$ cat src/rtl/multibyte_add_seq.sv
// ---------------------------------------------------------------------------
// multibyte_add_seq
//   Sequential W-bit adder (W = 8*NBYTES) built around a single 8-bit adder.
//   The operands are added one byte per clock, LSB byte first. The carry
//   between bytes is registered. The visible result registers (sum, cout,
//   ovf) change only when the last byte completes, so partial sums never
//   appear on the outputs.
//
//   Ports
//     clk    in   1  clock; all state changes on its rising edge
//     rst    in   1  asynchronous active-high reset
//     start  in   1  begin one addition; accepted only in IDLE or DONE
//     op_a   in   W  first operand
//     op_b   in   W  second operand
//     cin    in   1  carry into byte 0
//     busy   out  1  high while bytes are being added (ADD state)
//     done   out  1  one-cycle pulse when sum/cout/ovf have been updated
//     sum    out  W  registered result
//     cout   out  1  carry out of the most significant byte
//     ovf    out  1  signed overflow of the W-bit addition
// ---------------------------------------------------------------------------

// 8-bit ripple adder used once per byte.
module adder_8bit (
    input  logic [7:0] A,
    input  logic [7:0] B,
    input  logic       Cin,
    output logic [7:0] Sum,
    output logic       Cout
);
    assign {Cout, Sum} = {1'b0, A} + {1'b0, B} + {8'b0, Cin};
endmodule

module multibyte_add_seq #(
    parameter int NBYTES = 4
) (
    input  logic                  clk,
    input  logic                  rst,
    input  logic                  start,
    input  logic [8*NBYTES-1:0]   op_a,
    input  logic [8*NBYTES-1:0]   op_b,
    input  logic                  cin,
    output logic                  busy,
    output logic                  done,
    output logic [8*NBYTES-1:0]   sum,
    output logic                  cout,
    output logic                  ovf
);
    localparam int W     = 8 * NBYTES;
    localparam int IDX_W = (NBYTES > 1) ? $clog2(NBYTES) : 1;

    typedef enum logic [1:0] {
        S_IDLE = 2'd0,
        S_ADD  = 2'd1,
        S_DONE = 2'd2
    } state_t;

    state_t             state_q, state_d;
    logic [IDX_W-1:0]   idx_q, idx_d;
    logic               carry_q;
    logic [W-1:0]       a_q, b_q;
    logic [W-1:0]       res_q, res_d;
    logic [W-1:0]       sum_q;
    logic               cout_q;
    logic               ovf_q;

    logic               capture;
    logic               last_byte;
    logic [7:0]         add_a, add_b, add_sum;
    logic               add_cout;
    logic               ovf_d;

    // Byte selection: the byte index scaled by 8 picks the current lane.
    assign add_a     = a_q[{idx_q, 3'b000} +: 8];
    assign add_b     = b_q[{idx_q, 3'b000} +: 8];
    assign last_byte = (idx_q == IDX_W'(NBYTES - 1));

    // carry_q holds the captured cin for byte 0 and the registered
    // inter-byte carry afterwards, so a single Cin source suffices.
    adder_8bit u_adder (
        .A    (add_a),
        .B    (add_b),
        .Cin  (carry_q),
        .Sum  (add_sum),
        .Cout (add_cout)
    );

    // Working result with the current byte merged in; on the last byte this
    // is the complete sum that is published to the outputs.
    always_comb begin
        res_d = res_q;
        if (state_q == S_ADD) begin
            res_d[{idx_q, 3'b000} +: 8] = add_sum;
        end
    end

    assign ovf_d = (a_q[W-1] == b_q[W-1]) && (res_d[W-1] != a_q[W-1]);

    // Next-state logic
    always_comb begin
        state_d = state_q;
        idx_d   = idx_q;
        capture = 1'b0;
        case (state_q)
            S_IDLE: begin
                if (start) begin
                    state_d = S_ADD;
                    idx_d   = '0;
                    capture = 1'b1;
                end
            end
            S_ADD: begin
                // start is deliberately not looked at here.
                if (last_byte) begin
                    state_d = S_DONE;
                    idx_d   = '0;
                end else begin
                    idx_d   = idx_q + IDX_W'(1);
                end
            end
            S_DONE: begin
                if (start) begin
                    state_d = S_ADD;
                    idx_d   = '0;
                    capture = 1'b1;
                end else begin
                    state_d = S_IDLE;
                end
            end
            default: begin
                state_d = S_IDLE;
                idx_d   = '0;
            end
        endcase
    end

    // Control and visible result registers
    always_ff @(posedge clk or posedge rst) begin
        if (rst) begin
            state_q <= S_IDLE;
            idx_q   <= '0;
            carry_q <= 1'b0;
            sum_q   <= '0;
            cout_q  <= 1'b0;
            ovf_q   <= 1'b0;
        end else begin
            state_q <= state_d;
            idx_q   <= idx_d;
            if (capture) begin
                carry_q <= cin;
            end else if (state_q == S_ADD) begin
                carry_q <= add_cout;
            end
            if (state_q == S_ADD && last_byte) begin
                sum_q  <= res_d;
                cout_q <= add_cout;
                ovf_q  <= ovf_d;
            end
        end
    end

    // Operand capture and working result; every byte of res_q is rewritten
    // before it is published, so these need no reset.
    always_ff @(posedge clk) begin
        if (capture) begin
            a_q <= op_a;
            b_q <= op_b;
        end
        if (state_q == S_ADD) begin
            res_q <= res_d;
        end
    end

    assign busy = (state_q == S_ADD);
    assign done = (state_q == S_DONE);
    assign sum  = sum_q;
    assign cout = cout_q;
    assign ovf  = ovf_q;

endmodule

$ cat config.mk
export PLATFORM = sky130hd
export DESIGN_NAME = multibyte_add_seq
export DESIGN_NICKNAME = d
export VERILOG_FILES = /design/src/rtl/multibyte_add_seq.sv
export SDC_FILE = /design/constraint.sdc
export NUM_CORES = 1
export LEC_CHECK = 0
export ABC_AREA = 1
export CORE_UTILIZATION = 45
export CTS_CLUSTER_DIAMETER = 120
export DETAILED_ROUTE_END_ITERATION = 16
export PLACE_DENSITY = 0.7
export SYNTH_ARGS = -nofsm -noshare
export SYNTH_HDL_FRONTEND = slang
export SYNTH_SLANG_ARGS = --single-unit
$ cat constraint.sdc
create_clock -name clk -period 3.03 [get_ports clk]
set_input_delay 0.303 -clock clk [delete_from_list [all_inputs] [get_ports clk]]
set_output_delay 0.303 -clock clk [all_outputs]
set_load 0.05 [all_outputs]
==> results of run 1 <==
==> through the flow <==
step / setup WS [ns] / power [mW] / util (%)
finish: 0.235 / 10.1 / 63.0
global placement: 0.399 / 7.58 / 57.4
CTS: 0.246 / 10.1 / 63.0
floorplan: 0.432 / 6.19 / -
global route: 0.0447 / 10.7 / 63.0
detailed placement: 0.264 / 7.70 / 57.4
==> layout make-up <==
cell class / count / area (um2) / share of cell area (%)
flip-flops and latches: 135 / 3860 / 49.9
multi-input cells: 342 / 1720 / 22.2
repair buffers: 113 / 1140 / 14.8
clock buffers: 18 / 429 / 5.55
clock inverters: 14 / 254 / 3.29
well taps: 168 / 210 / 2.72
inverters: 31 / 116 / 1.51
==> kinds of logic (layout without fill, tap and decap cells) <==
kind of cell,Yosys count,in the layout,synth area share [%]
compound gates,87,87,8.47
xor+xnor,3,3,0.586
fa+ha+maj,15,15,3.52
buf+inv,48,176,3.26
flops,135,135,67.0
simple gates,237,237,17.2
==> flip-flops by register name (all words and copies together), names as in the netlist <==
signal and cells:
carry_q 1, b_q 32, a_q 32, ovf 1
state_q 2, idx_q 2, cout 1, res_q 32
sum 32
==> path summary, 6_finish.rpt <==
kind / start / depth (start not counted) / slack (ns) / end
min in group asynchronous: rst / 2 / 0.44 / sum[11]
max in group asynchronous: rst / 3 / 1.86 / sum[7]
worst min-delay path: op_b[24] / 1 / 0.43 / b_q[24]
worst max register to register: idx_q[0] / 13 / 0.23 / sum[27]
worst min register to register: sum[27] / 2 / 0.48 / sum[27]
worst max-delay path: idx_q[0] / 13 / 0.23 / sum[27]
==> metal layers <==
metal / share of wire (%) / vias up
met3: 6.4 / 19
met5: 0 / -
li1: - / 2024
met4: 1.6 / 0
met1: 42 / 1965
met2: 50 / 159
==> worst max-delay path: stages, from the launching register on <==
cell and delay, ns:
dfrtp_1 0.41, inv_1 0.29, buf_12 0.22, nor2_1 0.06
o22ai_1 0.23, ha_1 0.33, a21oi_1 0.15, nand2_1 0.12
xnor2_1 0.19, nor2_1 0.25, nand2_1 0.16, o21ai_1 0.20
nand2_1 0.07, nand2_1 0.06
==> power groups by stage <==
stage	sequential (mW)	clock [mW]	combinational (mW)
2_1_floorplan	3.73	0	2.45
3_3_place_gp	3.04	0	4.54
3_5_place_dp	3.06	0	4.64
4_1_cts	3.04	2.41	4.67
5_1_grt	3.09	2.49	5.09
6_report	3.03	2.38	4.68
==> placed cells by master (no fill, tap or decap), types with 14 or more instances in the layout <==
| cell type | count |
|---|---|
| clkbuf_16 | 17 |
| clkdlybuf4s50_1 | 103 |
| nand2_1 | 169 |
| o21ai_0 | 42 |
| dfrtp_1 | 39 |
| edfxtp_1 | 96 |
| nor2_1 | 40 |
| o22ai_1 | 14 |
| o21ai_1 | 14 |
| inv_1 | 23 |
==> key figures, run 1 <==
Run status
  • Status: complete, no violations

Power and ir drop
  • Part of the power in registers: around 30%
  • Sw frac: roughly two fifths
  • Leak: 3.20 nW
  • Logic pwr share: 46.4%
  • Worst vdd ir: 0.000530 V
  • Switching power: ~4.2 mW
  • P_int: 5.90 mW
  • Pwr dens: around 1300 mW/mm2
  • Clock power frac: between 20% and 30%

CTS
  • # H-tree levels: 4
  • Postcts setup bufs: 0
  • Clock transition at path regs: ~0.06 ns
  • Clk buf depth: 2
  • Num CTS Buffers: 17
  • CTS tree: done
  • Post-CTS Resized: 0
  • CTS Hold Bufs: 0
  • Clock Latency Late Sink: roughly 0.42 ns
  • CTS root buf: clkbuf_16
  • CTS Sinks: roughly 140

Worst setup path
  • Crit end category: register
  • Worst-path fanout max: 28
  • Crit Path Category: register to register
  • Worst Path Arrival: 3.16 ns
  • CP Launch Type: register
  • CP required: approximately 3.4 ns

Cells and area
  • Finished Layout Cells: between 800 and 900
  • Fillers: roughly 1000
  • Diode count: 0
  • Area growth from synthesis to layout: 34.1%
  • Layout Cell Area excl Fill: ~0.0077 mm2
  • Nets@finish: ~720
  • Share of layout cells above drive strength 1: 8.73%

Yosys
  • Synth Instances: 525
  • Syn Area/Cell: between 10 and 15 um2
  • Main area contributors after synthesis: edfxtp_1 50%, dfrtp_1 17%, nand2_1 11%
  • Seq cells post-synth: 135
  • Syn_nets: a little over 600
  • Most frequent cells after synthesis: 169 x nand2_1, 96 x edfxtp_1, 42 x o21ai_0
  • Mapped cell area: 0.00576 mm2
  • Most common cell in the synthesized netlist: nand2_1
  • Main synth FF type: edfxtp_1
  • Yosys top cell area share: 50.0%
  • Warnings, synthesis: 0
  • Seq/Total Area, Yosys: between 60% and 70%
  • Synth area leader: edfxtp_1
  • Netlist cell types: 34
  • Async S/R FF share, synth: between 20% and 30%
  • Number of synthesized flops with an enable pin: 96

Die
  • Die area: around 0.013 mm2
  • Die height: between 100 and 150 um
  • Core Area: around 0.012 mm2
  • # IOs: 104
  • Initial core utilization: between 40 and 50%
  • Die Span X: roughly 120 um
  • Num rows: 40

Global routing
  • Antenna violations before repair: 0
  • Met2 usage in global routing: a little over a third
  • Met1 usage: 25.2%
  • Vias in the first global route: between 4000 and 5000
  • First-pass GRT wire length: between 20000 and 25000 um
  • GR met3 Demand/Resource: ~6.4%
  • Largest net degree at the start of global routing: 52
  • Overflow after GRT: 0
  • GRT busiest layer: met2
  • GRT Total Usage: a little over a fifth

Timing
  • Minimum clock period: ~2.8 ns
  • Hold WS: between 0.4 and 0.5 ns
  • Setup TNS: 0 ns
  • Pins Over Slew Limit: 0
  • Worst Tran Pin Value: around 1.1 ns
  • Tcrit/Tclk final: 92.2%
  • RSZ-0062 raised after global routing: no
  • Final Hold Fails: 0
  • Final setup violation count: 0
  • Clock skew: between 0.009 and 0.01 ns
  • Fmax: around 360 MHz
  • Slew headroom: around 30%

Drt
  • DRC viols: 0
  • Iter 0 DRT Violations: ~330
  • Wirelength per Cell: 15.9 um
  • DRT antenna net count: 0
  • Final wirelength: roughly 13000 um
  • Vias per inst: 5.08
  • DRT Pass-1 Iters: 5
  • DR vias: between 4000 and 5000

Placed design
  • Placed Cells: 789
  • Post-Place Cell Area: between 0.007 and 0.008 mm2
  • I/O Buffers: between 100 and 150
  • Dpl hpwl: between 9000 and 10000 um
  • RePlAce Congestion: between 0.8 and 0.9

Worst hold path
  • Min-delay worst type: input pin to register

Flow run
  • Max cap viols: 0
Note: power is estimated with default switching activity, not from simulation.
==> run 2: changes to the inputs <==
--- a/config.mk
+++ b/config.mk
@@ -6,10 +6,13 @@
 export NUM_CORES = 1
 export LEC_CHECK = 0
 export ABC_AREA = 1
-export CORE_UTILIZATION = 45
+export CELL_PAD_IN_SITES_DETAIL_PLACEMENT = 1
+export CELL_PAD_IN_SITES_GLOBAL_PLACEMENT = 2
+export CORE_MARGIN = 2
+export CORE_UTILIZATION = 34
 export CTS_CLUSTER_DIAMETER = 120
 export DETAILED_ROUTE_END_ITERATION = 16
-export PLACE_DENSITY = 0.7
+export PLACE_DENSITY_LB_ADDON = 0.1
 export SYNTH_ARGS = -nofsm -noshare
 export SYNTH_HDL_FRONTEND = slang
 export SYNTH_SLANG_ARGS = --single-unit
==> key figures, run 2 (same netlist as run 1, synthesis figures left out) <==
Run status
  • Status: complete, no violations

Global routing
  • Antenna violations before repair: 0
  • Largest net degree at the start of global routing: 40
  • First-pass GRT wire length: roughly 24000 um
  • GRT Total Usage: ~18%
  • Vias in the first global route: 4647
  • Overflow after GRT: 0

Timing
  • Setup TNS: 0 ns
  • RSZ-0062 raised after global routing: no
  • Pins Over Slew Limit: 0
  • Tcrit/Tclk final: between 80 and 90%
  • Final setup violation count: 0
  • Fmax: approximately 370 MHz
  • Minimum clock period: approximately 2.7 ns
  • Final Hold Fails: 0
  • Slew headroom: roughly three fifths
  • Clock skew: between 0.01 and 0.015 ns
  • Worst Tran Pin Value: 0.604 ns

Cells and area
  • Footprint of the multi-input gates: approximately 0.0017 mm2
  • Finished Layout Cells: between 800 and 900
  • Nets@finish: roughly 720
  • Share of layout cells above drive strength 1: 9.17%
  • Diode count: 0
  • Commonest cells after routing, fill and taps aside: 169 x nand2_1, 103 x clkdlybuf4s50_1, 96 x edfxtp_1
  • FF/Latch Area: between 0.003 and 0.004 mm2
  • Fillers: roughly 1800
  • Area growth from synthesis to layout: 34.0%
  • Commonest non-fill, non-tap cell in the layout: nand2_1

CTS
  • Clock Latency Late Sink: roughly 0.43 ns
  • Post-CTS Resized: 0
  • CTS root buf: clkbuf_16
  • CTS Sinks: 135
  • Clock transition at path regs: around 0.06 ns
  • Postcts setup bufs: 0
  • Clk buf depth: 2
  • CTS Hold Bufs: 0
  • Num CTS Buffers: 17
  • CTS tree: done
  • # H-tree levels: 4

Die
  • Die height: roughly 130 um
  • Num rows: between 40 and 50
  • Initial core utilization: between 30% and 40%
  • Die area: approximately 0.018 mm2
  • # IOs: between 100 and 150
  • Die Span X: ~130 um
  • Core Area: 0.0166 mm2

Drt
  • Iter 0 DRT Violations: 169
  • Vias per inst: between 4 and 5
  • DRC viols: 0
  • Final wirelength: ~15000 um
  • DRT antenna net count: 0
  • DRT Pass-1 Iters: 4
  • DR vias: between 4000 and 5000
  • Wirelength per Cell: 17.1 um

Placed design
  • RePlAce Congestion: between 0.7 and 0.8
  • Placed Cells: between 800 and 900
  • Dpl hpwl: around 10000 um
  • I/O Buffers: 103

Power and ir drop
  • Leak: around 3.2 nW
  • Worst vdd ir: approximately 0.00050 V
  • Pwr dens: about 1300 mW/mm2

Worst setup path
  • CP required: between 3 and 4 ns
  • Worst-path fanout max: 11
  • Crit Path Category: register to register
  • CP Launch Type: register
  • Crit end category: register
  • Worst Path Arrival: slightly above 3 ns

Worst hold path
  • Min-delay worst type: input pin to async pin

Flow run
  • Max cap viols: 0
==> run 2: cell types whose count changed in the layout (fill, tap and decap cells not counted), moves of 2 or more <==
cell	before	now
buf_6	0	2
clkinvlp_4	1	4
bufinv_16	7	4
clkinv_1	2	0
buf_12	3	1
==> run 2: path summary, 6_finish.rpt <==
path,from,endpoint,slack [ns],cells past startpoint
min in group clk,op_b[11],b_q[11],0.42,1
min reg2reg,cout,cout,0.48,2
max,idx_q[0],sum[26],0.31,13
max reg2reg,idx_q[0],sum[26],0.31,13
max in group asynchronous,rst,idx_q[0],2.34,3
min,rst,sum[7],0.31,3
==> run 2: critical path, cell delays in order, from the launching register on <==
cell and delay [ns]:
dfrtp_1 0.38, inv_1 0.26, nand2_1 0.09, a32o_1 0.26, fa_1 0.38, inv_1 0.09
fa_1 0.24, xor2_1 0.18, inv_1 0.11, nor2_1 0.17, nand2_1 0.15, o21ai_1 0.22
nand2_1 0.07, nand2_1 0.06
==> run 2: power by group <==
group / total (mW) / switching (mW) / internal, mW
Clock: 2.17 / 0.804 / 1.37
Sequential: 3.04 / 0.250 / 2.79
Combinational: 4.69 / 3.20 / 1.49
Total: 9.90 / 4.26 / 5.64
==> run 2: cell type report <==
class / count / area share, %
multi-input cells: 342 / 22.3
clock inverters: 13 / 2.33
inverters: 31 / 1.56
repair buffers: 114 / 14.7
flip-flops and latches: 135 / 50.0
well taps: 220 / 3.57
clock buffers: 19 / 5.61
==> run 2: per-layer routing <==
metal / vias up / GRT usage (%) / routed length, um
met5: - / 0 / 0
met2: 86 / 31.7 / 7800
met3: 22 / 3.85 / 503
li1: 2022 / - / -
met1: 2047 / 20.2 / 6360
met4: 0 / 7.84 / 289
==> run 2: through the flow <==
step / instance area, um2 / hold slack [ns] / total power [mW] / setup WS [ns] / utilization [%]
CTS: 7700 / 0.333 / 10.0 / 0.169 / 46.5
detailed placement: 7090 / 0.468 / 7.77 / 0.191 / 42.8
global placement: 7090 / 0.463 / 7.67 / 0.252 / 42.8
floorplan: 5760 / 0.402 / 6.19 / 0.432 / -
global route: 7720 / 0.371 / 10.5 / 0.0207 / 46.5
finish: 7720 / 0.308 / 9.90 / 0.311 / 46.5
==> run 3: changes to the inputs <==
--- a/config.mk
+++ b/config.mk
@@ -9,10 +9,11 @@
 export CELL_PAD_IN_SITES_DETAIL_PLACEMENT = 1
 export CELL_PAD_IN_SITES_GLOBAL_PLACEMENT = 2
 export CORE_MARGIN = 2
-export CORE_UTILIZATION = 34
+export CORE_UTILIZATION = 30
 export CTS_CLUSTER_DIAMETER = 120
 export DETAILED_ROUTE_END_ITERATION = 16
 export PLACE_DENSITY_LB_ADDON = 0.1
+export SETUP_SLACK_MARGIN = 0.1
 export SYNTH_ARGS = -nofsm -noshare
 export SYNTH_HDL_FRONTEND = slang
 export SYNTH_SLANG_ARGS = --single-unit
==> constraint.sdc (replaced) <==
create_clock -name clk -period 3.03 [get_ports clk]
set_input_delay 0.606 -clock clk [delete_from_list [all_inputs] [get_ports clk]]
set_output_delay 0.606 -clock clk [all_outputs]
set_load 0.05 [all_outputs]
==> key figures, run 3 (same netlist as run 1, synthesis figures left out) <==
Timing
  • Setup TNS: 0 ns
  • Slew headroom: 58.2%
  • Worst Tran Pin Value: about 0.63 ns
  • Worst setup margin: 0.327 ns
  • Hold WS: approximately 0.47 ns
  • Final Hold Fails: 0
  • Minimum clock period: between 2 and 3 ns
  • Final setup violation count: 0
  • RSZ-0062 raised after global routing: no
  • Clock skew: a little over 0.007 ns
  • Pins Over Slew Limit: 0
  • Tcrit/Tclk final: 89.2%
  • Fmax: ~370 MHz

Drt
  • Vias per inst: 4.61
  • DR vias: between 4000 and 5000
  • Iter 0 DRT Violations: 170
  • Wirelength per Cell: 16.6 um
  • DRC viols: 0
  • Final wirelength: 14800 um
  • DRT antenna net count: 0
  • DRT Pass-1 Iters: 4

CTS
  • Clock Latency Late Sink: approximately 0.42 ns
  • Clock transition at path regs: ~0.06 ns
  • CTS Hold Bufs: 0
  • Clk buf depth: 2
  • Num CTS Buffers: 17
  • Postcts setup bufs: 0
  • CTS tree: done
  • CTS root buf: clkbuf_16
  • # H-tree levels: 4
  • CTS Sinks: 135

Global routing
  • GR met3 Demand/Resource: approximately 5.1%
  • GRT Total Usage: 15.4%
  • Overflow after GRT: 0
  • Met1 usage: 18.9%
  • Vias in the first global route: around 4500
  • Largest net degree at the start of global routing: 48
  • Met2 usage in global routing: a little over a quarter
  • Antenna violations before repair: 1
  • First-pass GRT wire length: between 20000 and 25000 um
  • GRT busiest layer: met2

Cells and area
  • Commonest non-fill, non-tap cell in the layout: nand2_1
  • Fillers: 2051
  • Commonest cells after routing, fill and taps aside: 169 x nand2_1, 103 x clkdlybuf4s50_1, 96 x edfxtp_1
  • Nets@finish: slightly above 700
  • Diode count: 0
  • Final core occ: roughly 41%
  • Share of layout cells above drive strength 1: 8.72%
  • Area growth from synthesis to layout: 33.7%

Power and ir drop
  • Worst vdd ir: 0.000488 V
  • Leak: 3.14 nW
  • Pwr dens: between 1000 and 1500 mW/mm2

Die
  • Die area: about 0.020 mm2
  • Initial core utilization: just over 30%
  • Core Area: around 0.019 mm2
  • Num rows: 50
  • # IOs: 104
  • Die height: around 140 um
  • Die Span X: about 140 um

Run status
  • Status: complete, no violations

Worst setup path
  • CP required: between 3 and 4 ns
  • Crit Path Category: register to register
  • Worst Path Arrival: ~2.9 ns
  • Crit end category: register
  • Worst-path fanout max: 28
  • CP Launch Type: register

Worst hold path
  • Min-delay worst type: register to register

Placed design
  • Pre-CTS setup slack: 0.110 ns
  • I/O Buffers: approximately 100
  • RePlAce Congestion: around 0.75
  • Dpl hpwl: 10700 um

Flow run
  • Max cap viols: 0
run 3: power by group:
| group | switching [mW] | internal (mW) |
|---|---|---|
| combinational | 3.24 | 1.50 |
| sequential | 0.256 | 2.79 |
| clock | 0.746 | 1.28 |
| total | 4.24 | 5.57 |
run 3: final timing paths:
kind,cells after the start,from,slack [ns],end
setup reg to reg,10,idx_q[0],0.33,res_q[19]
setup / recovery,10,idx_q[0],0.33,res_q[19]
hold / removal,2,sum[12],0.47,sum[12]
max in group asynchronous,3,rst,1.98,idx_q[0]
min in group asynchronous,3,rst,0.65,sum[28]
hold reg to reg,2,sum[12],0.47,sum[12]
run 3: per-stage QoR:
step                      std cells  power (mW)  cell area [um2]
final                           888        9.80             7700
after global routing            888        10.5             7700
after CTS                       888        9.93             7680
after detailed placement        856        7.86             7110
after global placement          856        7.78             7110
after floorplan                 525        6.19             5760
run 3: layout make-up:
type	instances	area, um2	share of cell area [%]
clock inverter	11	131	1.71
sequential	135	3860	50.1
tap	234	293	3.80
timing repair buffer	114	1130	14.7
inverter	31	120	1.56
multi-input combinational	342	1730	22.4
clock buffer	21	440	5.72
run 3: critical path, cell delays in order, from the launching register on:
cell and delay (ns):
dfrtp_2 0.44, inv_1 0.18, buf_6 0.23, nor2_1 0.06
o22ai_1 0.21, ha_1 0.32, a21oi_1 0.15, nand2_1 0.13
xnor2_1 0.34, nor2_1 0.12, a22o_1 0.23
run 3: repair_timing:
item                       4_1_cts  5_1_grt
gates resized for setup          0        7
setup endpoints to repair        0       21
hold endpoints to repair         0        0
run 3: routing by layer:
metal  up-vias  routed length, um
met2        83               7480
met4         0                121
met1      1977               6540
li1       2024                  -
met5         -                  0
met3         7                638
